--- config.mk ---
export PLATFORM = sky130hd
export DESIGN_NAME = reset_sequencer
export DESIGN_NICKNAME = d
export VERILOG_FILES = /design/src/rtl/reset_seq_pkg.sv /design/src/rtl/reset_sequencer_sync_debounce.sv /design/src/rtl/reset_sequencer.sv
export SDC_FILE = /design/constraint.sdc
export NUM_CORES = 1
export LEC_CHECK = 0
export BUFFER_PORTS_ARGS = -buffer_cell sky130_fd_sc_hd__buf_2
export CORE_MARGIN = 3
export CORE_UTILIZATION = 56
export CTS_CLUSTER_DIAMETER = 60
export DETAILED_ROUTE_END_ITERATION = 16
export HOLD_SLACK_MARGIN = 0.08
export PLACE_DENSITY = 0.78
export SLEW_MARGIN = 0
export SYNTH_ARGS = -nofsm -noshare
export SYNTH_HDL_FRONTEND = slang
export SYNTH_SLANG_ARGS = --single-unit
--- constraint.sdc ---
create_clock -name clk -period 2.7 [get_ports clk]
set_clock_uncertainty 0.05 [all_clocks]
set_input_delay 0.135 -clock clk [delete_from_list [all_inputs] [get_ports clk]]
set_output_delay 0.135 -clock clk [all_outputs]
set_load 0.02 [all_outputs]
--- src/rtl/reset_seq_pkg.sv ---
// Shared types and constants for the board-level reset sequencer.
// Contents:
//   state_t       - sequencer state encoding
//   CAUSE_*       - encodings reported on the cause output
//   fault_cause() - picks the reported cause when several faults coincide
package reset_seq_pkg;

  typedef enum logic [1:0] {
    WAIT_LOCK = 2'd0,
    HOLD      = 2'd1,
    RELEASE   = 2'd2,
    RUN       = 2'd3
  } state_t;

  localparam logic [1:0] CAUSE_POR    = 2'b00;
  localparam logic [1:0] CAUSE_LOCK   = 2'b01;
  localparam logic [1:0] CAUSE_BUTTON = 2'b10;
  localparam logic [1:0] CAUSE_SOFT   = 2'b11;

  // When faults coincide, the most fundamental one is reported.
  // Losing the clock source outranks a user press, and a user press outranks software.
  function automatic logic [1:0] fault_cause(input logic lock_lost,
                                             input logic button_pressed);
    logic [1:0] result;
    if (lock_lost)
      result = CAUSE_LOCK;
    else if (button_pressed)
      result = CAUSE_BUTTON;
    else
      result = CAUSE_SOFT;
    return result;
  endfunction

endpackage

--- src/rtl/reset_sequencer_sync_debounce.sv ---
// Synchroniser plus debounce filter for an asynchronous push-button.
// Ports:
//   clk       - system clock
//   rst       - synchronous active-high reset
//   raw_in    - raw button level, asynchronous and possibly bouncing
//   debounced - filtered button state, 1 = pressed regardless of ACTIVE_LOW
module sync_debounce import reset_seq_pkg::*; #(
  parameter int SYNC_STAGES     = 2,
  parameter int DEBOUNCE_CYCLES = 16,
  parameter bit ACTIVE_LOW      = 1'b1
) (
  input  logic clk,
  input  logic rst,
  input  logic raw_in,
  output logic debounced
);

  // The raw level that corresponds to "not pressed".
  // The synchroniser resets to this level so nothing looks pressed after reset.
  localparam logic IDLE_LEVEL = ACTIVE_LOW;

  // The counter only needs to reach DEBOUNCE_CYCLES-1.
  localparam int CNT_W = (DEBOUNCE_CYCLES > 1) ? $clog2(DEBOUNCE_CYCLES) : 1;
  localparam logic [CNT_W-1:0] CNT_MAX = CNT_W'(DEBOUNCE_CYCLES - 1);

  logic [SYNC_STAGES-1:0] sync_q;
  logic [CNT_W-1:0]       stable_cnt;
  logic                   pressed;

  // Plain shift-register synchroniser; the last stage is the first safe sample.
  always_ff @(posedge clk) begin
    if (rst)
      sync_q <= {SYNC_STAGES{IDLE_LEVEL}};
    else
      sync_q <= {sync_q[SYNC_STAGES-2:0], raw_in};
  end

  // Normalise polarity so that 1 always means pressed.
  assign pressed = ACTIVE_LOW ? ~sync_q[SYNC_STAGES-1] : sync_q[SYNC_STAGES-1];

  // The output only flips on the DEBOUNCE_CYCLES-th consecutive cycle on which the
  // synchronised level disagrees with it.
  // Any agreeing cycle restarts the count, so short bounces are discarded.
  always_ff @(posedge clk) begin
    if (rst) begin
      debounced  <= 1'b0;
      stable_cnt <= '0;
    end else if (pressed != debounced) begin
      if (stable_cnt == CNT_MAX) begin
        debounced  <= pressed;
        stable_cnt <= '0;
      end else begin
        stable_cnt <= stable_cnt + 1'b1;
      end
    end else begin
      stable_cnt <= '0;
    end
  end

endmodule

--- src/rtl/reset_sequencer.sv ---
// Board-level reset controller.
// It waits for PLL lock and a released button, then releases NUM_CHANNELS reset
// domains one after another.
// It re-asserts all of them on lock loss, a button press or a software request,
// and it records why.
// Ports:
//   clk         - system clock
//   rst         - synchronous active-high reset
//   locked_in   - PLL lock, asynchronous
//   button_in   - raw reset button, asynchronous, may bounce
//   soft_reset  - one-cycle software reset request, synchronous
//   rst_out     - per-domain reset, active-high
//   rst_n_out   - registered inverse of rst_out
//   ready       - every channel released
//   cause       - last reset cause (see reset_seq_pkg CAUSE_*)
//   reset_count - saturating count of fault events
module reset_sequencer import reset_seq_pkg::*; #(
  parameter int NUM_CHANNELS      = 4,
  parameter int SYNC_STAGES       = 2,
  parameter int DEBOUNCE_CYCLES   = 16,
  parameter int HOLD_CYCLES       = 8,
  parameter int STAGGER_CYCLES    = 4,
  parameter bit BUTTON_ACTIVE_LOW = 1'b1
) (
  input  logic                    clk,
  input  logic                    rst,
  input  logic                    locked_in,
  input  logic                    button_in,
  input  logic                    soft_reset,
  output logic [NUM_CHANNELS-1:0] rst_out,
  output logic [NUM_CHANNELS-1:0] rst_n_out,
  output logic                    ready,
  output logic [1:0]              cause,
  output logic [7:0]              reset_count
);

  // Each counter is sized for its largest loaded value, with a 1-bit minimum.
  localparam int HOLD_W = (HOLD_CYCLES > 1)    ? $clog2(HOLD_CYCLES)    : 1;
  localparam int STAG_W = (STAGGER_CYCLES > 1) ? $clog2(STAGGER_CYCLES) : 1;
  localparam int CH_W   = (NUM_CHANNELS > 1)   ? $clog2(NUM_CHANNELS)   : 1;

  localparam logic [HOLD_W-1:0] HOLD_LOAD = HOLD_W'(HOLD_CYCLES - 1);
  localparam logic [STAG_W-1:0] STAG_LOAD = STAG_W'(STAGGER_CYCLES - 1);
  localparam logic [CH_W-1:0]   LAST_CH   = CH_W'(NUM_CHANNELS - 1);

  state_t                  state;
  logic [SYNC_STAGES-1:0]  lock_sync;
  logic                    lock_s;
  logic                    btn_d;
  logic                    fault;
  logic                    release_now;
  logic [HOLD_W-1:0]       hold_cnt;
  logic [STAG_W-1:0]       stag_cnt;
  logic [CH_W-1:0]         chan_idx;
  logic [NUM_CHANNELS-1:0] release_mask;

  // The lock signal has no bounce, so it only needs a synchroniser.
  // Clearing it on reset means the sequencer always waits for a fresh lock.
  always_ff @(posedge clk) begin
    if (rst)
      lock_sync <= '0;
    else
      lock_sync <= {lock_sync[SYNC_STAGES-2:0], locked_in};
  end

  assign lock_s = lock_sync[SYNC_STAGES-1];

  sync_debounce #(
    .SYNC_STAGES    (SYNC_STAGES),
    .DEBOUNCE_CYCLES(DEBOUNCE_CYCLES),
    .ACTIVE_LOW     (BUTTON_ACTIVE_LOW)
  ) u_button (
    .clk      (clk),
    .rst      (rst),
    .raw_in   (button_in),
    .debounced(btn_d)
  );

  assign fault = !lock_s || btn_d || soft_reset;

  // HOLD and RELEASE share the release step.
  // The channel index is still 0 when the hold counter expires, so the same logic
  // frees channel 0 and every later channel.
  always_comb begin
    release_mask = '0;
    for (int i = 0; i < NUM_CHANNELS; i++)
      if (chan_idx == CH_W'(i))
        release_mask[i] = 1'b1;
    release_now = ((state == HOLD) && (hold_cnt == '0)) ||
                  ((state == RELEASE) && (stag_cnt == '0));
  end

  // Main sequencer.
  // A fault in any active state wins over normal progress and returns to WAIT_LOCK.
  // Only the transition out of an active state counts as a reset event, so inputs
  // seen while already waiting are neither counted nor recorded.
  always_ff @(posedge clk) begin
    if (rst) begin
      state       <= WAIT_LOCK;
      rst_out     <= '1;
      rst_n_out   <= '0;
      ready       <= 1'b0;
      cause       <= CAUSE_POR;
      reset_count <= '0;
      hold_cnt    <= '0;
      stag_cnt    <= '0;
      chan_idx    <= '0;
    end else if (state != WAIT_LOCK && fault) begin
      state     <= WAIT_LOCK;
      rst_out   <= '1;
      rst_n_out <= '0;
      ready     <= 1'b0;
      chan_idx  <= '0;
      cause     <= fault_cause(!lock_s, btn_d);
      if (reset_count != 8'hFF)
        reset_count <= reset_count + 1'b1;
    end else begin
      unique case (state)
        WAIT_LOCK: begin
          if (lock_s && !btn_d) begin
            state    <= HOLD;
            hold_cnt <= HOLD_LOAD;
          end
        end
        HOLD, RELEASE: begin
          if (release_now) begin
            rst_out   <= rst_out & ~release_mask;
            rst_n_out <= rst_n_out | release_mask;
            stag_cnt  <= STAG_LOAD;
            if (chan_idx == LAST_CH) begin
              ready <= 1'b1;
              state <= RUN;
            end else begin
              chan_idx <= chan_idx + 1'b1;
              state    <= RELEASE;
            end
          end else if (state == HOLD) begin
            hold_cnt <= hold_cnt - 1'b1;
          end else begin
            stag_cnt <= stag_cnt - 1'b1;
          end
        end
        RUN: begin
          ready <= 1'b1;
        end
      endcase
    end
  end

endmodule
======== After elaboration in Yosys (flattened, before gate mapping) ========
Cells that the tools add are included.
cells by class
  reduce and logical (&&, ||, !) cells .... 27
  muxes and demuxes ....................... 19
  add/sub/neg operators ................... 5
  bitwise gates (word level) .............. 7
  eq/ne operators ......................... 15
operators by type and width
  kind                                                              number
  2-bit != test (second input constant)                             6
  3-bit AND reduction                                               4
  2-bit two-way mux                                                 5
  3-bit two-way mux                                                 3
  8-bit by 1-bit adder with 8-bit output (second input constant)    1
  2-bit == test (second input constant)                             4
  1-bit two-way mux                                                 8
  8-bit != test (second input constant)                             1
  2-bit zero test                                                   3
  3-bit case mux with 2 select lines                                1
  2-bit AND reduction                                               3
  2-bit nonzero test                                                3
  5-bit AND reduction                                               1
  4-bit by 1-bit adder with 4-bit output (second input constant)    1
  4-bit AND                                                         1
  2-bit by 1-bit == test with 1-bit output (second input constant)  2
  4-bit == test (second input constant)                             1
  1-bit logical AND                                                 4
  1-bit inverter                                                    4
  4-bit inverter                                                    1
  4-bit bitwise OR                                                  1
  2-bit case mux with 2 select lines                                1
  2-bit OR reduction                                                2
  3-bit zero test                                                   1
  8 further kinds                                                   11
word-level totals
  bits of input ports ..................... 5
  word-level logic and storage cells ...... 86
  output and inout bits ................... 19
  register bits ........................... 37

======== Depth between registers and ports, before layout ========
  word-level depth ........................ 6
  gate-level depth with buffers ........... 7
  depth with buffers taken out ............ 6

======== Modules after synthesis ========
Synthesis repeated with hierarchy kept, for this count alone.
second synthesis, totals
  cell total of the unflattened synthesis .. 189
  area, all modules ....................... 1,775.5 um^2
by module, submodules not included
  module           area an instance (um^2)  instances  sequential area each (um^2)  cells an instance
  reset_sequencer  1,524.0                  1          600.6                        166
  sync_debounce    251.5                    1          140.1                        23

======== Worst setup path before layout ========
Ideal clock, no wire load.
  path type ............................... register to register
  from .................................... register state[0]
  to ...................................... register reset_count[5]
  setup time .............................. 0.070 ns
  cell stages (with the launch flop) ...... 6
  clock period less this slack ............ 1.931 ns
  path slack .............................. 0.769 ns
  arrival time ............................ 1.810 ns
  buffers on the path ..................... 0
  required time ........................... 2.580 ns
  cell sequence ........................... dfxtp_1 inv_1 ha_1 or4_4 or4_1 a21oi_1
between the ends
  longest elaborated chain between the ends .. 3
RTL lines
  item                           line                    source
  start: declaration             reset_sequencer.sv:46   state_t state;
  start signal: assignment       reset_sequencer.sv:99   state <= WAIT_LOCK;
  start signal: assignment       reset_sequencer.sv:109  state <= WAIT_LOCK;
  start signal: assignment       reset_sequencer.sv:121  state <= HOLD;
  2-bit nonzero test             reset_sequencer.sv:108  end else if (state != WAIT_LOCK && fault) begin
  1-bit logical AND              reset_sequencer.sv:108
  2-bit AND reduction (no line)  n/a
  end signal: assignment         reset_sequencer.sv:116  reset_count <= reset_count + 1'b1;
  end: declaration               reset_sequencer.sv:34   output logic [7:0] reset_count
Every way passes these cells.
A chain may end at the register's enable or synchronous reset.

======== Worst setup path after layout ========
  from .................................... register state[0]
  to ...................................... register chan_idx[1]
between the ends
  longest elaborated chain between the ends .. 4
  elaborated cells between the ends (all ways) .. 10
  classes of those cells .................. eq/ne: 2; reduce/logical: 8
RTL lines
  item                                                                              line                                                                  source
  2-bit by 1-bit == test with 1-bit output / 2-bit == test (equally long branches)  reset_sequencer.sv:89, reset_sequencer.sv:118, reset_sequencer.sv:90
  1-bit logical AND, on equally long branches                                       reset_sequencer.sv:89, reset_sequencer.sv:90
  1-bit logical OR                                                                  reset_sequencer.sv:89                                                 release_now = ((state == HOLD) && (hold_cnt == '0)) ||
  3-bit AND reduction (no line)                                                     n/a
  end signal: assignment                                                            reset_sequencer.sv:134                                                chan_idx <= chan_idx + 1'b1;
  end: declaration                                                                  reset_sequencer.sv:54                                                 logic [CH_W-1:0] chan_idx;
Parallel ways exist; a longest one is shown, timed or not.

==> key figures <==
Timing
  • Worst max-slew margin expressed relative to the limit: 61.9%
  • Fin. Hold Viols: 0
  • Number of setup violations in the final report: 0
  • Final-layout setup total negative slack: 0 ns
  • Tmin final: between 2 and 2.5 ns
  • Measured slew at the worst slew-check pin: about 0.57 ns
  • Unrepaired setup endpoints after global routing: false
  • Timing-limited maximum frequency: about 440 MHz
  • Worst-case setup margin in the final layout: 0.434 ns
  • Fin. max-slew vios: 0
  • Period Utilization, post-route: 83.9%

Power
  • Pint: about 0.91 mW
  • VDD IR-drop max: 0.000513 V
  • Power density normalized to cell area: approximately 700 nW/um2
  • Switching power total: 0.447 mW
  • Clock network power share: a little under 30%
  • Combinational fraction of design power: about a quarter
  • Share of total power in sequential cells: between 40 and 50%
  • Leakage power figure: 0.745 nW
  • Switching share of power: 33.0%

Clocking
  • Number of clock sinks: 37
  • Clk_lat worst skew: 0.35 ns
  • Total clock buffers created by CTS: 5
  • Clock-pin slew reported for the worst setup and hold paths after clock tree synthesis: approximately 0.12 ns
  • Count of H-tree levels built during CTS: 2
  • Clock tree from TritonCTS: yes
  • Resized Gates After CTS: 0
  • Root buffer selected by CTS: sky130_fd_sc_hd__clkbuf_4
  • Buffers from clock root to sink, at most: 2

Placed design
  • Worst slack at placement: approximately 0.43 ns
  • HPWL reported at the end of detailed placement: 2.62 mm
  • Count of buffers inserted at the top-level ports: 23
  • Routability congestion estimate from global placement: between 0.7 and 0.8

Logic synthesis
  • Top area cells in the synthesized netlist: sky130_fd_sc_hd__dfxtp_1 44%, sky130_fd_sc_hd__ha_1 9.6%, sky130_fd_sc_hd__a21oi_1 4.2%
  • Post-synthesis sequential area ratio: ~44%
  • Top flip-flop cell by instance count after synthesis: sky130_fd_sc_hd__dfxtp_1
  • Count of mapped cells out of synthesis: between 150 and 200
  • Multiplexer share of the synthesized area: between 1 and 1.5%
  • Main combinational cell family by area after synthesis: simple AND/OR/NAND/NOR gates
  • Cell type with the highest aggregate area in the netlist: sky130_fd_sc_hd__dfxtp_1
  • Simple-gate share of the synthesized area: between 10% and 20%
  • Net count of the mapped netlist: slightly above 200
  • Yosys warning count: 0
  • Combined area of all synthesized cells: approximately 1700 um2
  • Mean instance size in the synthesized netlist: roughly 9.1 um2
  • Synthesized-area fraction occupied by adder cells: around 9.6%
  • Post-synthesis async set-or-reset flop share: 0%
  • Count of cell types in the netlist: 40
  • Xor-xnor portion of the synthesized cell area: between 2 and 3%
  • Number of enable-type register cells in the synthesized netlist: 0
  • Proportion of netlist area held by the largest area contributor: 43.9%
  • Synth Area in Compound Gates: between 10% and 20%
  • Number of synthesized register bits: 37

Global routing
  • Aggregate global routing overflow: 0
  • Wire length of the first global-routing pass: about 5.8 mm
  • Vias in the first global route: 1355
  • Initial antenna violation count: 0
  • Overall routing resource usage: 21.7%
  • Largest net degree at the start of global routing: 20

Worst setup path
  • Standard cell with the maximum stage delay on the critical path: sky130_fd_sc_hd__ha_1
  • Slack of the worst reg-to-reg path: 0.43 ns
  • CP most frequent cell: sky130_fd_sc_hd__inv_1
  • Critical path fanouts, max: 17
  • Kind of end point of the critical path: flop
  • Required time at the worst-slack endpoint: around 2.9 ns
  • Arrival time worst endpoint: around 2.5 ns
  • WS Path Type: reg2reg
  • Buffers plus inverters on the worst setup path: 2
  • Top delay family on crit path: adder cells
  • Cell breakdown of the critical path: inv_1, ha_1, inv_1, a211oi_1, mux2i_1, nor2_1
  • Highest cell delay on the worst timing path: 0.61 ns
  • Startpoint type of the worst setup path: flop

Drt
  • Detailed-route wire length: roughly 3.6 mm
  • Vias: between 1000 and 1500
  • Detailed-route vias per instance: roughly 6
  • Post-route DRC: 0
  • Initial DRC Count: between 50 and 60
  • Number of detailed-route iterations in the first pass: 5
  • Average routed wire per standard cell: 14.5 um
  • Post-DRT Antenna Nets: 0

Final layout
  • Share of cells above drive strength 1: about a fifth
  • Fill count: 243
  • Leading cell type in the layout, fill and taps excluded: sky130_fd_sc_hd__dfxtp_1
  • Synthesis-to-finish area growth: 14.6%
  • Antenna diodes: 0
  • Total number of nets in the final design: 231
  • Top library cells by usage in the layout, fill and taps aside: 37 x sky130_fd_sc_hd__dfxtp_1, 23 x sky130_fd_sc_hd__buf_2, 18 x sky130_fd_sc_hd__inv_1

Min path
  • Class of the tightest hold or removal check: in2reg

Floorplan
  • Starting utilization of the core area: 60.1%
  • Die area: between 3000 and 4000 um2
  • Floorplan die height: about 60 um
  • Core box area: 2810 um2
  • Top-level I/O count: 24
  • Number of placement rows: 19
  • X dimension of the die: just over 60 um

Flow run
  • Count of max-cap constraint violations: 0

Run status
  • Result of the run: complete, no violations
-- synthesized netlist by cell type, drive strengths merged, types with 4 or more instances --
master and number:
a211oi 4, a21o 4, a21oi 14, clkbuf 4, dfxtp 37, ha 13, inv 18, nand2 10
nand3 12, nor2 14, or2 4, xnor2 4
-- logic make-up (layout without fill, tap and decap cells) --
group	Yosys count	after routing
AOI/OAI and AO/OA	43	43
buffers and inverters	23	52
xor gates and xnor gates	5	5
adders and majority gates	13	13
muxes	2	2
and+or+nand+nor	62	62
DFF	37	37
-- per-stage QoR --
step                utilization, %  cells  total power [mW]  cell area [um2]  hold WS (ns)
CTS                           68.9    245              1.36             1930        0.0948
finish                        68.9    245              1.35             1930         0.106
global route                  68.9    245              1.45             1930         0.112
detailed placement            65.2    235             0.969             1830         0.273
global placement              65.2    235             0.943             1830         0.272
floorplan                        -    185             0.879             1690         0.189
-- routing by layer --
metal  global-route usage (%)  routed length, um
met1                     25.5               1470
met2                     34.4               1860
met3                     8.09                177
met4                     11.8                 47
met5                        0                  0
-- power by group through the flow --
stage / Combinational (mW) / Clock [mW] / Sequential [mW]
after floorplan: 0.236 / 0 / 0.643
after global placement: 0.314 / 0 / 0.630
after detailed placement: 0.335 / 0 / 0.634
after CTS: 0.340 / 0.403 / 0.622
after global routing: 0.385 / 0.435 / 0.627
final: 0.341 / 0.392 / 0.622
-- area by class of cell --
cell class	instances	area [um2]	area share, %
multi-input combinational	125	860	44.5
sequential	37	741	38.3
timing repair buffer	26	143	7.38
inverter	18	67.6	3.50
clock inverter	3	46.3	2.39
tap	31	38.8	2.01
clock buffer	5	37.5	1.94
-- final timing paths --
check | startpoint | to | depth (start not counted)
worst max-delay path | state[0] | chan_idx[1] | 6
worst max register to register | state[0] | chan_idx[1] | 6
worst min-delay path | rst | lock_sync[1] | 2
worst min register to register | u_button.sync_q[0] | u_button.sync_q[1] | 1
-- state kept, by name, indices dropped and copies added, names as in the netlist --
signal / cells
cause: 2
chan_idx: 2
hold_cnt: 3
lock_sync: 2
ready: 1
reset_count: 8
rst_n_out: 4
rst_out: 4
stag_cnt: 2
state: 2
u_button.debounced: 1
u_button.stable_cnt: 4
u_button.sync_q: 2
-- what timing repair did --
| item | in CTS | in global routing |
|---|---|---|
| buffers inserted | 0 | 0 |
| hold buffers | 2 | 0 |
| hold endpoints to repair | 2 | 0 |
No activity file was read; power rests on OpenSTA's default activity.
